$ cat config.mk
export PLATFORM = sky130hd
export DESIGN_NAME = pipeline_controller
export DESIGN_NICKNAME = d
export VERILOG_FILES = /design/src/rtl/pipeline_controller_pkg.sv /design/src/rtl/perf_counters.sv /design/src/rtl/pipeline_controller.sv
export SDC_FILE = /design/constraint.sdc
export NUM_CORES = 1
export LEC_CHECK = 0
export CELL_PAD_IN_SITES_DETAIL_PLACEMENT = 1
export CELL_PAD_IN_SITES_GLOBAL_PLACEMENT = 1
export CORE_MARGIN = 2
export CORE_UTILIZATION = 16
export CTS_BUF_LIST = sky130_fd_sc_hd__clkbuf_4
export DETAILED_ROUTE_END_ITERATION = 8
export GPL_TIMING_DRIVEN = 1
export HOLD_SLACK_MARGIN = 0.03
export PLACE_DENSITY_LB_ADDON = 0.15
export SLEW_MARGIN = 20
export SYNTH_ARGS = -nofsm -noshare
export SYNTH_HDL_FRONTEND = slang
export SYNTH_SLANG_ARGS = --single-unit
$ cat constraint.sdc
create_clock -name clk -period 1.5 [get_ports clk]
set_input_delay 0.225 -clock clk [delete_from_list [all_inputs] [get_ports clk]]
set_output_delay 0.225 -clock clk [all_outputs]
set_load 0.02 [all_outputs]
$ cat src/rtl/pipeline_controller_pkg.sv
// Shared types for the pipeline control slice: controller state encoding.
package cpu_types;

  typedef enum logic [1:0] {
    RUN     = 2'd0,
    DRAIN   = 2'd1,
    HALTED  = 2'd2,
    RESTART = 2'd3
  } pipe_ctrl_state_t;

endpackage

$ cat src/rtl/perf_counters.sv
// Free-running performance counters (cycles, stalls, flushes), wrapping modulo 2^CNT_WIDTH.
module perf_counters #(
  parameter int CNT_WIDTH = 32
) (
  input  logic                 clk,
  input  logic                 rst,
  input  logic                 cycle_inc,
  input  logic                 stall_inc,
  input  logic                 flush_inc,
  output logic [CNT_WIDTH-1:0] cycle_cnt,
  output logic [CNT_WIDTH-1:0] stall_cnt,
  output logic [CNT_WIDTH-1:0] flush_cnt
);

  always_ff @(posedge clk or posedge rst) begin
    if (rst) begin
      cycle_cnt <= '0;
      stall_cnt <= '0;
      flush_cnt <= '0;
    end else begin
      if (cycle_inc) cycle_cnt <= cycle_cnt + CNT_WIDTH'(1);
      if (stall_inc) stall_cnt <= stall_cnt + CNT_WIDTH'(1);
      if (flush_inc) flush_cnt <= flush_cnt + CNT_WIDTH'(1);
    end
  end

endmodule

$ cat src/rtl/pipeline_controller.sv
// Five-stage pipeline stall/flush/halt controller with EBREAK drain and debug restart.
// Optional perf counters are built when PIPELINE_PERF_COUNTERS_EN is defined.
//
// state   | meaning
// RUN     | normal issue; handles mem freeze, operand stall, jump flush
// DRAIN   | EBREAK in flight; bubbles into ID/EX until it retires
// HALTED  | pipeline frozen waiting for resume
// RESTART | one cycle refetch with flush, then back to RUN
module pipeline_controller
  import cpu_types::*;
#(
  parameter int CNT_WIDTH = 32
) (
  input  logic                 clk,
  input  logic                 rst,
  input  logic                 decode_valid,
  input  logic                 decode_ready,
  input  logic                 jump,
  input  logic                 ebreak_decoded,
  input  logic                 ebreak_retired,
  input  logic                 mem_busy,
  input  logic                 resume,
  output logic                 fetch_en,
  output logic                 fetch_flush,
  output logic                 if_id_en,
  output logic                 id_ex_en,
  output logic                 ex_mem_en,
  output logic                 mem_wb_en,
  output logic                 id_ex_bubble,
  output logic                 halted,
  output logic [CNT_WIDTH-1:0] cycle_cnt,
  output logic [CNT_WIDTH-1:0] stall_cnt,
  output logic [CNT_WIDTH-1:0] flush_cnt
);

  pipe_ctrl_state_t state, state_nxt;

  always_ff @(posedge clk or posedge rst) begin
    if (rst) state <= RUN;
    else     state <= state_nxt;
  end

  always_comb begin
    state_nxt    = state;
    fetch_en     = 1'b0;
    fetch_flush  = 1'b0;
    if_id_en     = 1'b0;
    id_ex_en     = 1'b0;
    ex_mem_en    = 1'b0;
    mem_wb_en    = 1'b0;
    id_ex_bubble = 1'b0;
    case (state)
      RUN: begin
        if (mem_busy) begin
          // whole pipeline frozen; nothing else is evaluated
        end else if (decode_valid && ebreak_decoded) begin
          id_ex_en  = 1'b1;
          ex_mem_en = 1'b1;
          mem_wb_en = 1'b1;
          state_nxt = DRAIN;
        end else if (decode_valid && !decode_ready) begin
          id_ex_en     = 1'b1;
          id_ex_bubble = 1'b1;
          ex_mem_en    = 1'b1;
          mem_wb_en    = 1'b1;
        end else begin
          fetch_en    = 1'b1;
          if_id_en    = 1'b1;
          id_ex_en    = 1'b1;
          ex_mem_en   = 1'b1;
          mem_wb_en   = 1'b1;
          fetch_flush = decode_valid && jump;
        end
      end
      DRAIN: begin
        if (!mem_busy) begin
          id_ex_en     = 1'b1;
          id_ex_bubble = 1'b1;
          ex_mem_en    = 1'b1;
          mem_wb_en    = 1'b1;
        end
        if (ebreak_retired) state_nxt = HALTED;
      end
      HALTED: begin
        if (resume) state_nxt = RESTART;
      end
      RESTART: begin
        fetch_en    = 1'b1;
        fetch_flush = 1'b1;
        if_id_en    = 1'b1;
        id_ex_en    = 1'b1;
        ex_mem_en   = 1'b1;
        mem_wb_en   = 1'b1;
        state_nxt   = RUN;
      end
      default: state_nxt = RUN;
    endcase
  end

  assign halted = (state == HALTED);

`ifdef PIPELINE_PERF_COUNTERS_EN
  logic cycle_inc, stall_inc;

  // stalls counted are RUN freezes and RUN operand-hazard bubbles only
  assign cycle_inc = (state != HALTED);
  assign stall_inc = (state == RUN) &&
                     (mem_busy || (decode_valid && !ebreak_decoded && !decode_ready));

  perf_counters #(
    .CNT_WIDTH (CNT_WIDTH)
  ) u_perf_counters (
    .clk       (clk),
    .rst       (rst),
    .cycle_inc (cycle_inc),
    .stall_inc (stall_inc),
    .flush_inc (fetch_flush),
    .cycle_cnt (cycle_cnt),
    .stall_cnt (stall_cnt),
    .flush_cnt (flush_cnt)
  );
`else
  assign cycle_cnt = '0;
  assign stall_cnt = '0;
  assign flush_cnt = '0;
`endif

endmodule

**Yosys cells after proc, flatten, opt, wreduce, memory -nomap -nowiden**

Index checks and enable logic that the tools add are counted.

- Div/mod/pow operators: 0
- Bitwise logic cells: 0
- Shifts and indexed selects: 0
- Add/subtract/negate cells: 0
- Equal/unequal tests: 7
- Multiply operators: 0
- Order comparisons: 0
- Mux-type cells: 19
- Reductions and logical operators: 7

Operator list:

| kind | number |
|---|---|
| 2-to-1 mux 1 bit | 10 |
| 2-to-1 mux 2 bit | 4 |
| inequality test 2 bit, second input constant | 4 |
| case mux 1 bit (2 select lines) | 4 |
| case mux 2 bit (4 select lines) | 1 |
| == test 2 bit, second input constant | 2 |
| AND reduction 4 bit | 1 |
| logical AND 1 bit | 3 |
| == test 2 x 1 -> 1 bit, second input constant | 1 |
| zero test 2 bit | 1 |
| OR reduction 2 bit | 1 |
| zero test 1 bit | 1 |

- Memories: 0
- Memory bits (read-only): 0
- Input bits: 9
- Register bits: 2
- Logic and storage cells: 34
- Output and inout bits: 104
- Memory bits (writable): 0
- Latch bits: 0

**Longest topological paths before layout**

Gate-level depths: netlist of run 1.

- Depth after elaboration: 6
- Mapped depth: 6
- Depth with buffers taken out: 5

**Worst setup path before layout of run 1**

No wires, ideal clock.

- Kind: register to output
- From: register state[1]
- To: output if_id_en
- Required time: 1.275 ns
- Setup slack: -0.568 ns
- Stages on the path, launching flop included: 7
- Path buffers: 1
- Arrival: 1.843 ns
- Cell sequence: dfrtp_1 -> inv_1 -> ha_1 -> a21boi_1 -> nand2b_1 -> o31ai_1 -> buf_4

- Longest elaborated chain between the ends: 2
- Elaborated cells between the ends (all ways): 3
- Classes of those cells: eq/ne: 1; mux: 1; reduce/logical: 1

RTL lines:

| element | line | source |
|---|---|---|
| start, declared | pipeline_controller.sv:36 | `pipe_ctrl_state_t state, state_nxt;` |
| start signal, assigned | pipeline_controller.sv:40 | `else state <= state_nxt;` |
| == test 2 bit or zero test 2 bit (tied branches) | n/a |  |
| case mux 1 bit (2 select lines) (*) | n/a |  |
| end, declared | pipeline_controller.sv:25 | `output logic if_id_en,` |

Mark *: on every way between the ends. The rest lies on a longest branch, timed or not.

**Worst setup path in the final report of run 1**

- From: register state[0]
- To: output fetch_flush

- Longest elaborated chain between the ends: 2
- Elaborated cells between the ends (all ways): 3
- Classes of those cells: eq/ne: 1; mux: 1; reduce/logical: 1

RTL lines:

| element | line | source |
|---|---|---|
| == test 2 bit or zero test 2 bit (tied branches) | pipeline_controller.sv:52 | `case (state)` |
| case mux 1 bit (2 select lines) (*) | pipeline_controller.sv:52 |  |
| end, declared | pipeline_controller.sv:24 | `output logic fetch_flush,` |

Marks and branches as above.

==> flow_summary.yaml, run 1 <==
synthesis:
  yosysWarningCount: 0
  ys_seq_area_share_pct: 5.02
  ys.flop_type: "dfrtp_1"
  synth.largest_area_cell: "buf_4"
  synth-seq-cells: 2
  synth_area_per_cell_um2: 7.91
  synth_top_area_share_pct: 74.5
  synthCells: 126
  syn_area_um2: 997
  synth.distinct_cells: 17
  synth_top_cells_by_area: "buf_4 (75%), ha_1 (6.3%), dfrtp_1 (5.0%), mux2i_1 (2.0%), mux2_4 (1.5%)"
  async_flop_share_pct: 100
  synth-edff-count: 0
timing:
  fin_crit_ns: 1.73
  fin_skew_ns: 0.000958
  setup_violations: 6
  whs_ns: 0.163
  fin_ws_ns: -0.229
  drv_slew: 0
  rsz0062_at_grt: "true"
  hold_viol: 0
  max_freq_mhz: 578
  period_share_pct: 115
die:
  start_util_pct: 16.7
  die_w_um: 82.9
  design.die.area_um2: 6880
  die_h_um: 82.9
  rows: 28
  core_area_um2: 5960
  ios: 113
global_route:
  use_met1_pct: 3.75
  antenna_found_initial: 0
  grt_overflow: 0
  busiest_layer: "met2"
  use_met2_pct: 6.82
  grt_max_degree: 5
  met3_usage_pct: 2.19
  grt_usage_pct: 3.85
  grt_pass1_vias: 442
  grt_pass1_wl_mm: 2.15
drt:
  wl_per_cell_um: 6.84
  wirelength_mm: 1.52
  drc_errors: 0
  num_vias: 528
  viasPerCell: 2.38
  dr.pass1.iters: 2
  final_antenna_net_count: 0
  drt_iter0_drc: 6
clocking:
  cts_sinks: 2
  cts_root_buffer: "clkbuf_4"
  cts.path.max_buffers: 2
  cts-htree-levels: 1
  clk_latency_ns: 0.22
  clk_pin_slew_ns: 0.03
  cts_tree: "done"
  postCtsSetupBuffers: 0
  numCtsBuffers: 3
min_path:
  hold_class: "in -> async"
critical_path:
  critPathCaptureType: "primary output"
  cp.required_ns: 1.27
  worst-r2r-setup-slack_ns: -0.21
  critical_path.max_fanout: 4
  reg2reg_depth: 6
  startpoint_type: "flop"
  regToRegStartpoint: "state[0]$_DFFE_PP0P_"
  crit_arrival_ns: 1.50
  crit_type: "reg -> out"
  regToRegEndpoint: "state[1]$_DFFE_PP0P_"
outcome:
  violations: "setup timing"
  outcome: "finished, violations left"
power:
  p_per_area_nw_per_um2: 1530
  p_leak_uw: 0.000567
  p_total_uw: 1520
  peakVddDrop_mv: 0.414
finish:
  largest_register: "state"
  most-common-layout-cells: "conb_1 (96), clkdlybuf4s50_1 (8), buf_4 (7), buf_6 (6), clkbuf_4 (3)"
  largest_reg_flops: 2
  nFillCells: 760
  fin_nets: 163
  reg_top3: "state (2)"
  layout_commonest_cell: "conb_1"
  drive_gt1_share_pct: 19.7
  area_growth_pct: 0.126
  fin_cells: 222
  diodes: 0
  design_area_um2: 998
placed_design:
  io_buffers: 16
  placed_area_um2: 947
  gp_congestion: 0.692
  dpl.hpwl_mm: 1.40
  numPlacedInstances: 219
flow_run:
  drv_cap: 0
==> per-stage QoR <==
| step | setup TNS [ns] | util, % | setup WS [ns] |
|---|---|---|---|
| floorplan | -0.431 | - | -0.190 |
| global placement | -4.02 | 15.9 | -0.636 |
| detailed placement | -4.19 | 15.9 | -0.645 |
| CTS | -1.25 | 16.3 | -0.261 |
| global route | -1.78 | 16.8 | -0.325 |
| finish | -1.12 | 16.8 | -0.229 |
==> how the worst max path moves through the flow <==
stage / start / end
4_1_cts: state[1]$_DFFE_PP0P_ / fetch_en
3_3_place_gp: decode_valid / id_ex_bubble
5_1_grt: state[0]$_DFFE_PP0P_ / fetch_flush
6_report: state[0]$_DFFE_PP0P_ / fetch_flush
3_5_place_dp: decode_valid / id_ex_bubble
2_1_floorplan: state[0]$_DFFE_PP0P_ / if_id_en
==> kinds of logic (layout without fill, tap and decap cells) <==
| logic type | count (synthesis) | in the layout | share of synthesized area [%] |
|---|---|---|---|
| compound gates | 5 | 5 | 3.64 |
| fa+ha+maj | 5 | 5 | 6.27 |
| buf+inv | 102 | 28 | 75.7 |
| flops | 2 | 2 | 5.02 |
| mux | 3 | 3 | 3.51 |
| other cells | 1 | 96 | 0.376 |
| simple gates | 8 | 8 | 5.52 |
==> routing by layer <==
metal	up-vias	routed length, um
met5	-	0
met4	0	0
met3	0	256
met2	62	802
met1	230	458
li1	236	-
==> worst max-delay path, stage by stage (launching register included) <==
cell and delay [ns]:
dfrtp_1 0.38, inv_2 0.10, ha_2 0.31, nand4b_1 0.18
o21ai_1 0.15, buf_4 0.16
==> Yosys cell counts (2+ instances only) <==
cell type	instances
buf_4	99
nor2_1	2
mux2i_1	2
ha_1	5
nor2b_1	2
dfrtp_1	2
inv_1	3
nand2b_1	2
==> final cells by class <==
| cell class | count | area (um^2) | area share (%) |
|---|---|---|---|
| well taps | 75 | 93.8 | 9.40 |
| inverters | 3 | 11.3 | 1.13 |
| multi-input cells | 117 | 616 | 61.7 |
| repair buffers | 22 | 205 | 20.6 |
| clock buffers | 3 | 22.5 | 2.26 |
| flip-flops and latches | 2 | 50.0 | 5.01 |
==> report_power, final <==
group          internal [uW]  total (uW)  switching (uW)
Clock                   88.2         119            30.5
Sequential              85.9         104            18.1
Combinational            569        1300             731
==> what timing repair did <==
item,CTS,global route
setup endpoints to repair,10,9
gates resized for setup,45,6
hold buffers,0,0
pin swaps,3,1
cloned,0,0
Note: power is estimated with default switching activity, not from simulation.
==> inputs of run 2 (changes only) <==
- SLEW_MARGIN: 20 -> default
==> results of run 2 <==
The final DEF is identical to that of run 1; final timing and power are the same.
